[src/rtl/cnn_layer_sequencer.sv]
// cnn_layer_sequencer: runs one CNN inference layer by layer over the engines.
// Ports: clk/reset, load_done[NUM_LAYERS:0] region-loaded pulses, clear abort,
//   result_ack host read, layer_done/layer_start engine handshake, buf_sel act
//   buffer used as layer input, cur_layer, busy, result_valid, error status.
module cnn_layer_sequencer #(
    parameter int NUM_LAYERS  = 4,
    parameter int TIMEOUT_W   = 24,
    parameter int TIMEOUT_CYC = 1000000
) (
    input  logic                  clk,
    input  logic                  reset,
    input  logic [NUM_LAYERS:0]   load_done,
    input  logic                  clear,
    input  logic                  result_ack,
    input  logic [NUM_LAYERS-1:0] layer_done,
    output logic [NUM_LAYERS-1:0] layer_start,
    output logic                  buf_sel,
    output logic [2:0]            cur_layer,
    output logic                  busy,
    output logic                  result_valid,
    output logic                  error
);

    localparam int KW = (NUM_LAYERS > 1) ? $clog2(NUM_LAYERS) : 1;
    localparam logic [TIMEOUT_W-1:0] WD_LAST = TIMEOUT_W'(TIMEOUT_CYC - 1);
    localparam logic [KW-1:0] K_LAST = KW'(NUM_LAYERS - 1);

    typedef enum logic [2:0] {
        S_IDLE,
        S_START,
        S_WAIT,
        S_SWAP,
        S_DONE,
        S_ERR
    } state_t;

    state_t                 state;
    logic [NUM_LAYERS:0]    mask;
    logic [NUM_LAYERS:0]    mask_set;
    logic [KW-1:0]          k;
    logic [TIMEOUT_W-1:0]   wd;

    assign mask_set = mask | load_done;

    always_ff @(posedge clk) begin
        // clear behaves exactly like reset, so a coincident load is dropped
        if (reset || clear) begin
            state        <= S_IDLE;
            mask         <= '0;
            k            <= '0;
            wd           <= '0;
            layer_start  <= '0;
            buf_sel      <= 1'b0;
            cur_layer    <= 3'd0;
            busy         <= 1'b0;
            result_valid <= 1'b0;
            error        <= 1'b0;
        end else begin
            layer_start <= '0;
            if (state != S_ERR)
                mask <= mask_set;
            unique case (state)
                S_IDLE: begin
                    if (&mask) begin
                        // input image is consumed; a same-cycle reload of it survives
                        mask        <= {mask_set[NUM_LAYERS:1], load_done[0]};
                        state       <= S_START;
                        k           <= '0;
                        layer_start <= NUM_LAYERS'(1);
                        cur_layer   <= 3'd0;
                        busy        <= 1'b1;
                    end
                end
                S_START: begin
                    state <= S_WAIT;
                    wd    <= '0;
                end
                S_WAIT: begin
                    wd <= wd + 1'b1;
                    // done beats watchdog expiry on the same cycle
                    if (layer_done[k]) begin
                        state     <= S_SWAP;
                        cur_layer <= 3'd0;
                    end else if (wd == WD_LAST) begin
                        state     <= S_ERR;
                        cur_layer <= 3'd0;
                        busy      <= 1'b0;
                        error     <= 1'b1;
                    end
                end
                S_SWAP: begin
                    buf_sel <= ~buf_sel;
                    if (k == K_LAST) begin
                        state        <= S_DONE;
                        busy         <= 1'b0;
                        result_valid <= 1'b1;
                    end else begin
                        state       <= S_START;
                        k           <= k + 1'b1;
                        layer_start <= NUM_LAYERS'(1) << (k + 1'b1);
                        cur_layer   <= 3'(k + 1'b1);
                    end
                end
                S_DONE: begin
                    if (result_ack) begin
                        state        <= S_IDLE;
                        result_valid <= 1'b0;
                        buf_sel      <= 1'b0;
                    end
                end
                S_ERR: begin
                end
                default: state <= S_IDLE;
            endcase
        end
    end

endmodule

[config.mk]
export PLATFORM = sky130hd
export DESIGN_NAME = cnn_layer_sequencer
export DESIGN_NICKNAME = d
export VERILOG_FILES = /design/src/rtl/cnn_layer_sequencer.sv
export SDC_FILE = /design/constraint.sdc
export NUM_CORES = 1
export LEC_CHECK = 0
export CORE_MARGIN = 5
export CORE_UTILIZATION = 45
export CTS_BUF_LIST = sky130_fd_sc_hd__clkbuf_4 sky130_fd_sc_hd__clkbuf_8
export DETAILED_ROUTE_END_ITERATION = 16
export PLACE_DENSITY = 0.66
export SLEW_MARGIN = 20
export SYNTH_ARGS = -nofsm -noshare
export SYNTH_HDL_FRONTEND = slang
export SYNTH_SLANG_ARGS = --single-unit
[constraint.sdc]
create_clock -name clk -period 2.4 [get_ports clk]
set_clock_uncertainty 0.1 [all_clocks]
set_input_delay 0.48 -clock clk [delete_from_list [all_inputs] [get_ports clk]]
set_output_delay 0.48 -clock clk [all_outputs]
set_load 0.005 [all_outputs]
# Word-level counts from Yosys, hierarchy flattened
# Cells that the tools add are included.
# totals
register_bits,45
word_cells,80
input_bits,13
output_inout_bits,11
# op_classes
n_eq_ne,15
n_shift,1
n_mux,32
n_addsub,3
reduce_logical,14
bitwise_logic,4
order_cmp,1
# op_table
operator,count
$pmux 24 s2,1
$mux 3,9
$add 24x1->24 const B,1
$eq 24x20->1 const B,1
$pmux 3 s6,1
$mux 5,3
$ne 2x2->1 const B,6
$reduce_and 5->1,2
$pmux 3 s3,1
$reduce_and 3->1,3
$mux 1,8
$pmux 4 s2,1
$reduce_and 4->1,2
$eq 3x2->1 const B,2
$eq 3x3->1 const B,2
$ne 3x3->1 const B,2
$reduce_bool 2->1,3
$or 5x5->5,1
$mux 2,2
$mux 4,1
$pmux 1 s2,2
$pmux 2 s2,1
$shl 1x2->4 const A,1
$add 2x1->3 const B,1
11 further kinds,13

# Longest topological paths before layout
# depth
ltp_word,4
ltp_mapped,7
depth_no_buf,6

# Least setup slack after synthesis
# No wires, ideal clock.
# synth_path
path_type,register to register
from,register state[2]
to,register wd[23]
path_buffers,1
slack_ns,0.482
period_less_slack_ns,1.918
required_ns,2.230
setup_ns,0.070
arrival_ns,1.747
path_stages_with_launch,7
path_cell_list,dfxtp_1 -> or3b_1 -> buf_2 -> nor3_4 -> nand3_4 -> or3_1 -> a21oi_1
# synth_via
elab_chain_cells,2
elab_cells_between_ends,4
classes_between,2 x eq/ne; 1 x mux; 1 x reduce/logical
# synth_lines
element,line_no,rtl
"start, declared",37,state_t state;
"start signal, assigned",48,state <= S_IDLE;
"start signal, assigned",67,state <= S_START;
"start signal, assigned",75,state <= S_WAIT;
$eq 3x2->1 or $eq 3x1->1 (tied branches),62,unique case (state)
$pmux 24 s2 or $reduce_bool 2->1 (tied branches),n/a,
"end signal, assigned",79,wd <= wd + 1'b1;
"end, declared",41,logic [TIMEOUT_W-1:0] wd;
# Parallel ways exist; a longest one is shown, timed or not.
# A chain may end at the register's enable or synchronous reset.

# Worst setup path in the final report
# layout_path
from,register wd[0]
to,register wd[20]
# layout_via
elab_chain_cells,2
# layout_lines
element,line_no
$add 24x1->24,79
$pmux 24 s2,62
# No other way between the ends.

==> metrics.txt <==
Crit Path Class=reg -> reg; share of layout cells above drive strength 1=between 10% and 20%; Core ar.=~4800 um2; nets@finish=just over 300; Pleak=between 0.0008 and 0.0009 uW; crit-path cells=ha_1, nand4_1, nor4_4, nand2_1, o211a_1, o21a_1; # fillers=between 400 and 500; Die X=80.4 um; Area Overhead vs Synth=18.6%; gpl congestion=between 0.8 and 0.9; dpl cell area=between 2000 and 3000 um2; run status=complete, no violations; initial antenna violation count=0; first-pass GRT wire length=slightly below 9000 um; 1st-pass router iterations=4; Total GRT Usage=17.3%; crit end category=flop; post-CTS resize count=0; met1 wire length=about 2400 um; cts hold-fix bufs=0; maxcap violations=0; mean post-synth cell area=around 8.4 um2; routed wl met2=about 2200 um; synthesized cell area=~2200 um2; Port Buffers=23; Reg clk slew, reported paths=roughly 0.080 ns; main area contributors after synthesis=dfxtp_1 (40%), a21oi_1 (5.6%), nand2_1 (5.2%), nor2_1 (3.5%), ha_1 (3.4%); die area=~6500 um2; Yosys warnings=0; final worst path period need=just over 2 ns; RSZ-0062 raised after global routing=no; top sig layer=met4; Worst Path Arrival=~2.1 ns; flops & latches, synth=45; number of flops mapped to enable cells by yosys=0; share of flip-flops with an asynchronous set or reset=0%; vias per cell=5.54; global route overflow=0; remaining antenna violation count=0; crit-path max FO=5; Worst Setup Start Kind=flop; commonest cells after routing, fill and taps aside=dfxtp_1 (45), nand2_1 (31), a21oi_1 (25); Seq/Total Area, Yosys=around two fifths; syn_nets=283; largest stage delay on the critical path=roughly 0.44 ns; DRC viols=0; Rows=25; CTS tree=done; setup TNS=0 ns; Post-DP HPWL=roughly 3600 um; vias in the first global route=approximately 1800; TritonCTS Buffers=5; Die Y=about 80 um; Inserted Diodes=0; worst slew pin tran=0.493 ns; cell taking the most area after synthesis=dfxtp_1; commonest non-fill, non-tap cell in the layout=dfxtp_1; I/O Pins=24; met3 WL=approximately 250 um; Critical Path RT=approximately 2.5 ns; clk root buf=clkbuf_8; worst ir drop on vdd=around 0.38 mV; final slew viol count=0; Final Hold Vio Count=0; Worst slew margin=66.8%; design area=2640 um2; CP max-delay cell=nor4_4; final worst-path cycle share=between 80 and 90%; Worst-Skew Late Latency=~0.3 ns; min-delay worst type=reg -> reg; final setup vio count=0; Synth top area share=40.4%; routed len/inst=roughly 14 um; CTS H-tree depth=2; pin count of the biggest net entering global routing=34; Max Root-Sink Buffers=2; Via Count=between 1500 and 2000; Post-Route WL=4960 um; commonest register cell after synthesis=dfxtp_1; Unique masters post-synth=between 50 and 60; 1st-iter DRT viols=around 100; Clock Sinks=45; Max Clk Rate=roughly 0.49 GHz; Post-CTS Setup Inserts=0; Post-Syn Instances=roughly 260; Starting Density=46.9%; power density cells=roughly 480 nW/um2
==> per-layer routing <==
metal	vias up	GRT usage [%]
met5	-	0
li1	1020	-
met3	7	3.36
met4	0	7.09
met2	37	26.9
met1	904	23.4
==> kinds of logic (layout without fill, tap and decap cells) <==
| kind of cell | Yosys count | count (layout) | share of synthesized area [%] |
|---|---|---|---|
| fa+ha+maj | 6 | 6 | 3.37 |
| compound gates | 60 | 60 | 17.1 |
| mux | 9 | 9 | 5.00 |
| buf+inv | 20 | 44 | 3.42 |
| simple gates | 124 | 124 | 30.7 |
| flops | 45 | 45 | 40.4 |
==> power by group <==
part / leakage (uW) / internal (uW) / switching, uW
logic: 0.000482 / 25.3 / 20.3
registers: 0.000363 / 750 / 2.24
clock network: 0.0000477 / 240 / 242
==> final timing paths <==
| path | start | end | slack [ns] | cells past startpoint |
|---|---|---|---|---|
| worst max-delay path | wd[0]$_SDFFE_PP0P_ | wd[20]$_SDFFE_PP0P_ | 0.37 | 6 |
| worst max register to register | wd[0]$_SDFFE_PP0P_ | wd[20]$_SDFFE_PP0P_ | 0.37 | 6 |
| worst min register to register | error$_SDFFE_PP0P_ | error$_SDFFE_PP0P_ | 0.36 | 2 |
| worst min-delay path | error$_SDFFE_PP0P_ | error$_SDFFE_PP0P_ | 0.36 | 2 |
==> registers in the layout (all words and copies together), names as in the netlist <==
signal / flops
wd: 24
result_valid: 1
layer_start: 4
buf_sel: 1
state: 3
busy: 1
mask: 5
error: 1
cur_layer: 3
k: 2
==> synthesized netlist by cell type (all sizes together), types with 2 or more instances <==
library cell and number:
nand4 11, and4 4, nand3b 3, a31oi 4
nor2 22, nand3 13, a21oi 25, nor3 8
and2 6, a211oi 2, or3 4, nand2 31
a22oi 2, buf 2, nor2b 3, o21ai 7
o211ai 4, or2 3, ha 6, dfxtp 45
nor4b 2, and3 5, clkbuf 13, mux2 7
nor4 5, inv 5
==> worst max-delay path, delay by kind of cell (launching register included) <==
kind / cells / cell delay, ns
simple gates: 3 / 0.80
flops: 1 / 0.40
compound gates: 2 / 0.39
fa+ha+maj: 1 / 0.25
==> stage by stage <==
| step | hold WS (ns) | cells | total power, uW | worst slack, ns | utilization [%] |
|---|---|---|---|---|---|
| final | 0.359 | 355 | 1280 | 0.369 | 55.6 |
| after global routing | 0.383 | 355 | 1330 | 0.198 | 55.6 |
| after CTS | 0.361 | 355 | 1300 | 0.346 | 55.6 |
| after detailed placement | 0.340 | 348 | 816 | 0.0768 | 53.7 |
| after global placement | 0.343 | 348 | 815 | 0.118 | 53.7 |
| after floorplan | 0.329 | 264 | 789 | 0.482 | - |
==> area by class of cell <==
| class | instances | area (um2) | area share, % |
|---|---|---|---|
| multi-input cells | 199 | 1250 | 47.3 |
| flip-flops and latches | 45 | 901 | 34.1 |
| repair buffers | 32 | 298 | 11.3 |
| clock buffers | 7 | 90.1 | 3.41 |
| well taps | 67 | 83.8 | 3.17 |
| inverters | 5 | 18.8 | 0.710 |
(Power assumes the default switching activity.)
==> edit 1: new RTL, config.mk and constraints unchanged <==
Set the parameter `TIMEOUT_CYC` to 500000 (it was 1000000).
--- a/src/rtl/cnn_layer_sequencer.sv
+++ b/src/rtl/cnn_layer_sequencer.sv
@@ -5,7 +5,7 @@
 module cnn_layer_sequencer #(
     parameter int NUM_LAYERS  = 4,
     parameter int TIMEOUT_W   = 24,
-    parameter int TIMEOUT_CYC = 1000000
+    parameter int TIMEOUT_CYC = 500000
 ) (
     input  logic                  clk,
     input  logic                  reset,
Check against the original RTL: no difference found for any inputs over 10 cycles, from zero or initial values; that may be too few to reach the edited logic, so the function may still have changed.
==> edit 1 against the unedited design <==
  * Die area barely moved
  * Power rose by 7.0%
  * Final area is 0.38% higher
  * Setup slack improved by 9.1 ps
  * Critical endpoint is now state[2]
  * Sequential power barely moved
  * Highest routed layer unchanged
  * First-iteration DRC count up 24%
  * Final cell count down 0.85%
  * Wire length rose by 4.3%
  * Fmax increased by 0.45%
  * Synthesized area about the same
  * Sequential cell count unchanged
==> edit 1: results (changes against the unedited design) <==
* Hold path cells at 2 (unchanged)
* P_leak at 0.969 nW (was 0.893 nW)
* Placed cells at 345 (was 348)
* Filler Cells Inserted at 473 (was 486)
* Crit path DAT at 2180 ps (was 2130 ps)
* Gpl congestion at 0.757 (was 0.819)
* Total GRT Usage at 0.172 (was 0.173)
* Final net count at 304 (was 307)
* Synth Flop Type: dfxtp_1 (unchanged)
* CP startpoint: wd[13] (was wd[0])
* Distinct cell type count after synthesis at 49 (was 56)
* # diodes at 0 (unchanged)
* Wirelength, routed at 5180 um (was 4960 um)
* Antenna violations before repair at 0 (unchanged)
* Met2 routed WL at 2560 um (was 2190 um)
* Hold EP: mask[2] (was error)
* Via Count at 2,004 (was 1,968)
* Syn Nets at 277 (was 283)
* Slew headroom at 0.627 (was 0.668)
* Dpl hpwl at 3720 um (was 3590 um)
* Buffers added on ports at 23 (unchanged)
* Smallest hold slack at 369 ps (was 359 ps)
* Root Driver: clkbuf_8 (unchanged)
* Synth top area cells: dfxtp_1, a21oi_1, nand2_1 (unchanged)
* Sequential element share of the synthesized area at 0.404 (about the same)
* Routed metal-1 wirelength at 2370 um (was 2440 um)
* Synth warn at 0 (unchanged)
* Met2 Usage GRT at 0.285 (was 0.269)
* GR Layer Usage met1 at 0.215 (was 0.234)
* H-tree level count at 2 (unchanged)
* Met3 GRT Util at 0.0325 (was 0.0336)
* Initial drt markers at 129 (was 104)
* Worst reg-to-reg path cell count at 5 (was 6)
* Post-Syn Instances at 258 (was 264)
* First-pass GRT wire length at 8740 um (was 8710 um)
* Dpl ws at 120 ps (was 76.8 ps)
* HP Start: mask[2] (was error)
* Fraction of layout instances using a drive strength above 1 at 0.0982 (was 0.101)
* Routed len/inst at 14.7 um (was 14.0 um)
* Worst Path Max Fanout at 5 (unchanged)
* Largest net degree at the start of global routing at 19 (was 34)
* Vias in the first global route at 1,879 (was 1,838)
* CTS buffer count at 5 (unchanged)
* Status: complete, no violations (unchanged)
* Final Worst Setup Slack at 378 ps (was 369 ps)
* Worst setup endpoint: state[2] (was wd[20])
* WL met3 at 159 um (was 252 um)
* Peak supply drop at 0.000242 V (was 0.000376 V)
* Top cells by count, synth: dfxtp_1, a21oi_1, nand2_1, nor2_1, nand3_1 (was dfxtp_1, nand2_1, a21oi_1, nor2_1, clkbuf_1)
[edit 1: cell count changes in the layout (fill, tap and decap cells not counted), sizes merged, moves of 3 or more]
cell	unedited run	this run
nand2	31	23
mux2	7	1
mux2i	1	6
inv	5	8
nor2b	3	0
o21ai	7	10
o31ai	1	4
o41ai	1	4
[edit 1: through the flow]
step           total power [mW]   util  area, um2
3_5_place_dp              0.823  0.536       2550
3_3_place_gp              0.823  0.536       2550
4_1_cts                    1.38  0.558       2650
6_report                   1.37  0.558       2650
5_1_grt                    1.42  0.558       2650
2_1_floorplan             0.792      -       2230
[edit 1: power breakdown]
group          leakage (nW)  switching (mW)  total, mW  internal (mW)
Clock                0.0540           0.261      0.564          0.303
Combinational         0.552          0.0252     0.0535         0.0282
Sequential            0.363         0.00206      0.752          0.750
[edit 1: kinds of logic (layout without fill, tap and decap cells)]
family | count (synthesis) | in the layout | synth area share
xor gates and xnor gates | 1 | 1 | 0.00393
and+or+nand+nor | 109 | 109 | 0.272
buffers and inverters | 22 | 49 | 0.0472
adders and majority gates | 6 | 6 | 0.0337
DFF | 45 | 45 | 0.404
AOI/OAI and AO/OA | 67 | 67 | 0.196
muxes | 8 | 8 | 0.0421
[edit 1: critical path: stages, from the launching register on]
cell	delay, ps
dfxtp_1	410
nor4bb_1	310
nand4_1	110
or3_1	480
nor3_1	330
o221a_2	230
[edit 1: final cells by class]
cell class / instances / share of cell area
multi-input cells: 191 / 0.460
repair buffers: 34 / 0.118
well taps: 67 / 0.0316
flip-flops and latches: 45 / 0.340
inverters: 8 / 0.0113
clock inverters: 2 / 0.0132
clock buffers: 5 / 0.0259
==> edit 2: new RTL, same settings <==
Made on the original files. The 6 states of `state_t` get a one-hot encoding in 6 bits.
--- a/src/rtl/cnn_layer_sequencer.sv
+++ b/src/rtl/cnn_layer_sequencer.sv
@@ -25,13 +25,13 @@
     localparam logic [TIMEOUT_W-1:0] WD_LAST = TIMEOUT_W'(TIMEOUT_CYC - 1);
     localparam logic [KW-1:0] K_LAST = KW'(NUM_LAYERS - 1);
 
-    typedef enum logic [2:0] {
-        S_IDLE,
-        S_START,
-        S_WAIT,
-        S_SWAP,
-        S_DONE,
-        S_ERR
+    typedef enum logic [5:0] {
+        S_IDLE  = 6'b000001,
+        S_START = 6'b000010,
+        S_WAIT  = 6'b000100,
+        S_SWAP  = 6'b001000,
+        S_DONE  = 6'b010000,
+        S_ERR   = 6'b100000
     } state_t;
 
     state_t                 state;
Check against the original RTL: same outputs for any inputs over 10 cycles, from zero or initial values; not proved beyond that.
==> edit 2 against the unedited design <==
  * Setup slack worse by 240 ps
  * Synthesized area up 3.7%
  * Worst hold slack got worse by 14 ps
  * Die area grew 3.2%
  * Wire length rose by 4.0%
  * Global-route usage hardly changed
  * Final cell count up 5.4%
  * Sequential power rose by 6.6%
  * Critical endpoint is now cur_layer[1]
  * Final area grew 5.8%
  * Combinational power down 4%
  * Power grew 6.4%
  * Sequential cell count rose by 3
  * Critical path depth unchanged
  * Non-clock buffer count grew 6
==> edit 2: results (changes against the unedited design) <==
* Post-DP Area at 2690 um2 (was 2550 um2)
* Worst Tran Pin Value at 674 ps (was 493 ps)
* Placed cells at 366 (was 348)
* Hold Path Class: flop to flop (unchanged)
* Worst reg-to-reg path cell count at 6 (unchanged)
* Largest net degree at the start of global routing at 33 (was 34)
* Sequential element share of the synthesized area at 0.416 (was 0.404)
* CTS Buffer Depth at 2 (unchanged)
* CTS buffer count at 5 (unchanged)
* Clock transition at the registers of the reported paths at 80 ps (about the same)
* Gpl congestion at 0.794 (was 0.819)
* Hold EP: cur_layer[2] (was error)
* P_leak at 1.01 nW (was 0.893 nW)
* WL met3 at 187 um (was 252 um)
* Setup bufs post-CTS at 0 (unchanged)
* Post-synth ARST share at 0 (unchanged)
* R2R Path Start: state[5] (was wd[0])
* Vias per cell at 5.53 (was 5.54)
* Dpl hpwl at 3820 um (was 3590 um)
* Top cells by count, synth: dfxtp_1, nor2_1, a21oi_1, nand2_1, nand3_1 (was dfxtp_1, nand2_1, a21oi_1, nor2_1, clkbuf_1)
* R2R Setup Slk at 210 ps (was 370 ps)
* Synth top area cells: dfxtp_1, nor2_1, a21oi_1 (was dfxtp_1, a21oi_1, nand2_1)
* Syn Nets at 288 (was 283)
* Root Driver: clkbuf_8 (unchanged)
* Family with the most delay on the worst path: simple AND/OR/NAND/NOR gates (unchanged)
* Post-Syn Instances at 269 (was 264)
* Crit-path max cell delay at 480 ps (was 440 ps)
* Peak supply drop at 0.000235 V (was 0.000376 V)
* Max Cap Viol at 0 (unchanged)
* Buffers added on ports at 23 (unchanged)
* Fraction of layout instances using a drive strength above 1 at 0.145 (was 0.101)
* Distinct cell type count after synthesis at 51 (was 56)
* Final net count at 322 (was 307)
* H-tree level count at 2 (unchanged)
* Synth warn at 0 (unchanged)
* Dpl ws at -203 ps (was 76.8 ps)
* Worst-Skew Late Latency at 300 ps (about the same)
* FF-to-FF End: wd[14] (was wd[20])
* Hold path cells at 2 (unchanged)
* Antenna violations before repair at 0 (unchanged)
* Total GRT Usage at 0.173 (about the same)
* Largest regs: wd (24), state (6), mask (5) (was wd (24), mask (5), layer_start (4))
* Crit path DAT at 2350 ps (was 2130 ps)
* Met2 routed WL at 2550 um (was 2190 um)
* Filler Cells Inserted at 481 (was 486)
* Max stage delay cell, worst path: mux4_2 (was nor4_4)
* First drt pass iteration count at 4 (unchanged)
* Top Metal Used: met4 (unchanged)
* Initial drt markers at 83 (was 104)
* Routed metal-1 wirelength at 2370 um (was 2440 um)
* Vias in the first global route at 2,047 (was 1,838)
* # diodes at 0 (unchanged)
* First-pass GRT wire length at 9090 um (was 8710 um)
* Resized cells post-CTS at 0 (unchanged)
* HP Start: cur_layer[2] (was error)
* Synth Flop Type: dfxtp_1 (unchanged)
* Post-route insts no fill at 374 (was 355)
* Status: complete, no violations (unchanged)
* Worst Path Max Fanout at 4 (was 5)
* Wirelength, routed at 5160 um (was 4960 um)
## edit 2: cell count changes after synthesis, moves of 3 or more
cell and delta:
dfxtp_1 +3, nor3_1 -4, mux2_1 -3, or4_1 +3, nand3_1 +5, clkbuf_1 -4, nor2_1 +14, and2_1 -4
nand2_1 -10, o21a_1 +5, and3_1 +7, a31oi_1 -3
## edit 2: cell type report
cell class	instances	area, um2	area share
multi-input cells	205	1290	0.461
flip-flops and latches	48	961	0.344
repair buffers	38	343	0.123
clock buffers	7	90.1	0.0322
well taps	70	87.6	0.0313
inverters	5	18.8	0.00671
clock inverters	1	7.51	0.00268
## edit 2: worst max path at each step
stage,start,to,slack (ps),cells after the start
after floorplan,state[5],wd[18],120,6
after global placement,layer_done[3],cur_layer[1],-150,6
after detailed placement,layer_done[3],cur_layer[1],-200,6
after CTS,state[5],wd[14],70,6
after global routing,layer_done[3],k[1],20,6
final,layer_done[3],cur_layer[1],130,6
## edit 2: logic make-up after synthesis
group / after synthesis / synth area share
AOI/OAI and AO/OA: 54 / 0.147
xor gates and xnor gates: 1 / 0.00379
adders and majority gates: 6 / 0.0325
buffers and inverters: 16 / 0.0298
DFF: 48 / 0.416
muxes: 8 / 0.0428
and+or+nand+nor: 136 / 0.328
## edit 2: worst min-delay path, cell delays in order (launching register included)
cell	delay [ps]
dfxtp_1	320
nand2_1	60
nor2_1	30
## edit 2: stage by stage
step	setup TNS [ps]	hold WS (ps)
2_1_floorplan	0	326
3_3_place_gp	-660	326
3_5_place_dp	-939	332
4_1_cts	0	348
5_1_grt	0	386
6_report	0	345
## edit 2: layer usage
layer  vias to the layer above  track usage
met5                         -            0
met4                         0       0.0498
met3                         5       0.0329
met2                        40        0.305
met1                       968        0.214
li1                       1054            -
## edit 2: report_power, final
part           switching (mW)  total [mW]  internal (mW)
Combinational          0.0202      0.0438         0.0236
Sequential            0.00214       0.802          0.800
Clock                   0.270       0.516          0.246
Total                   0.292        1.36           1.07
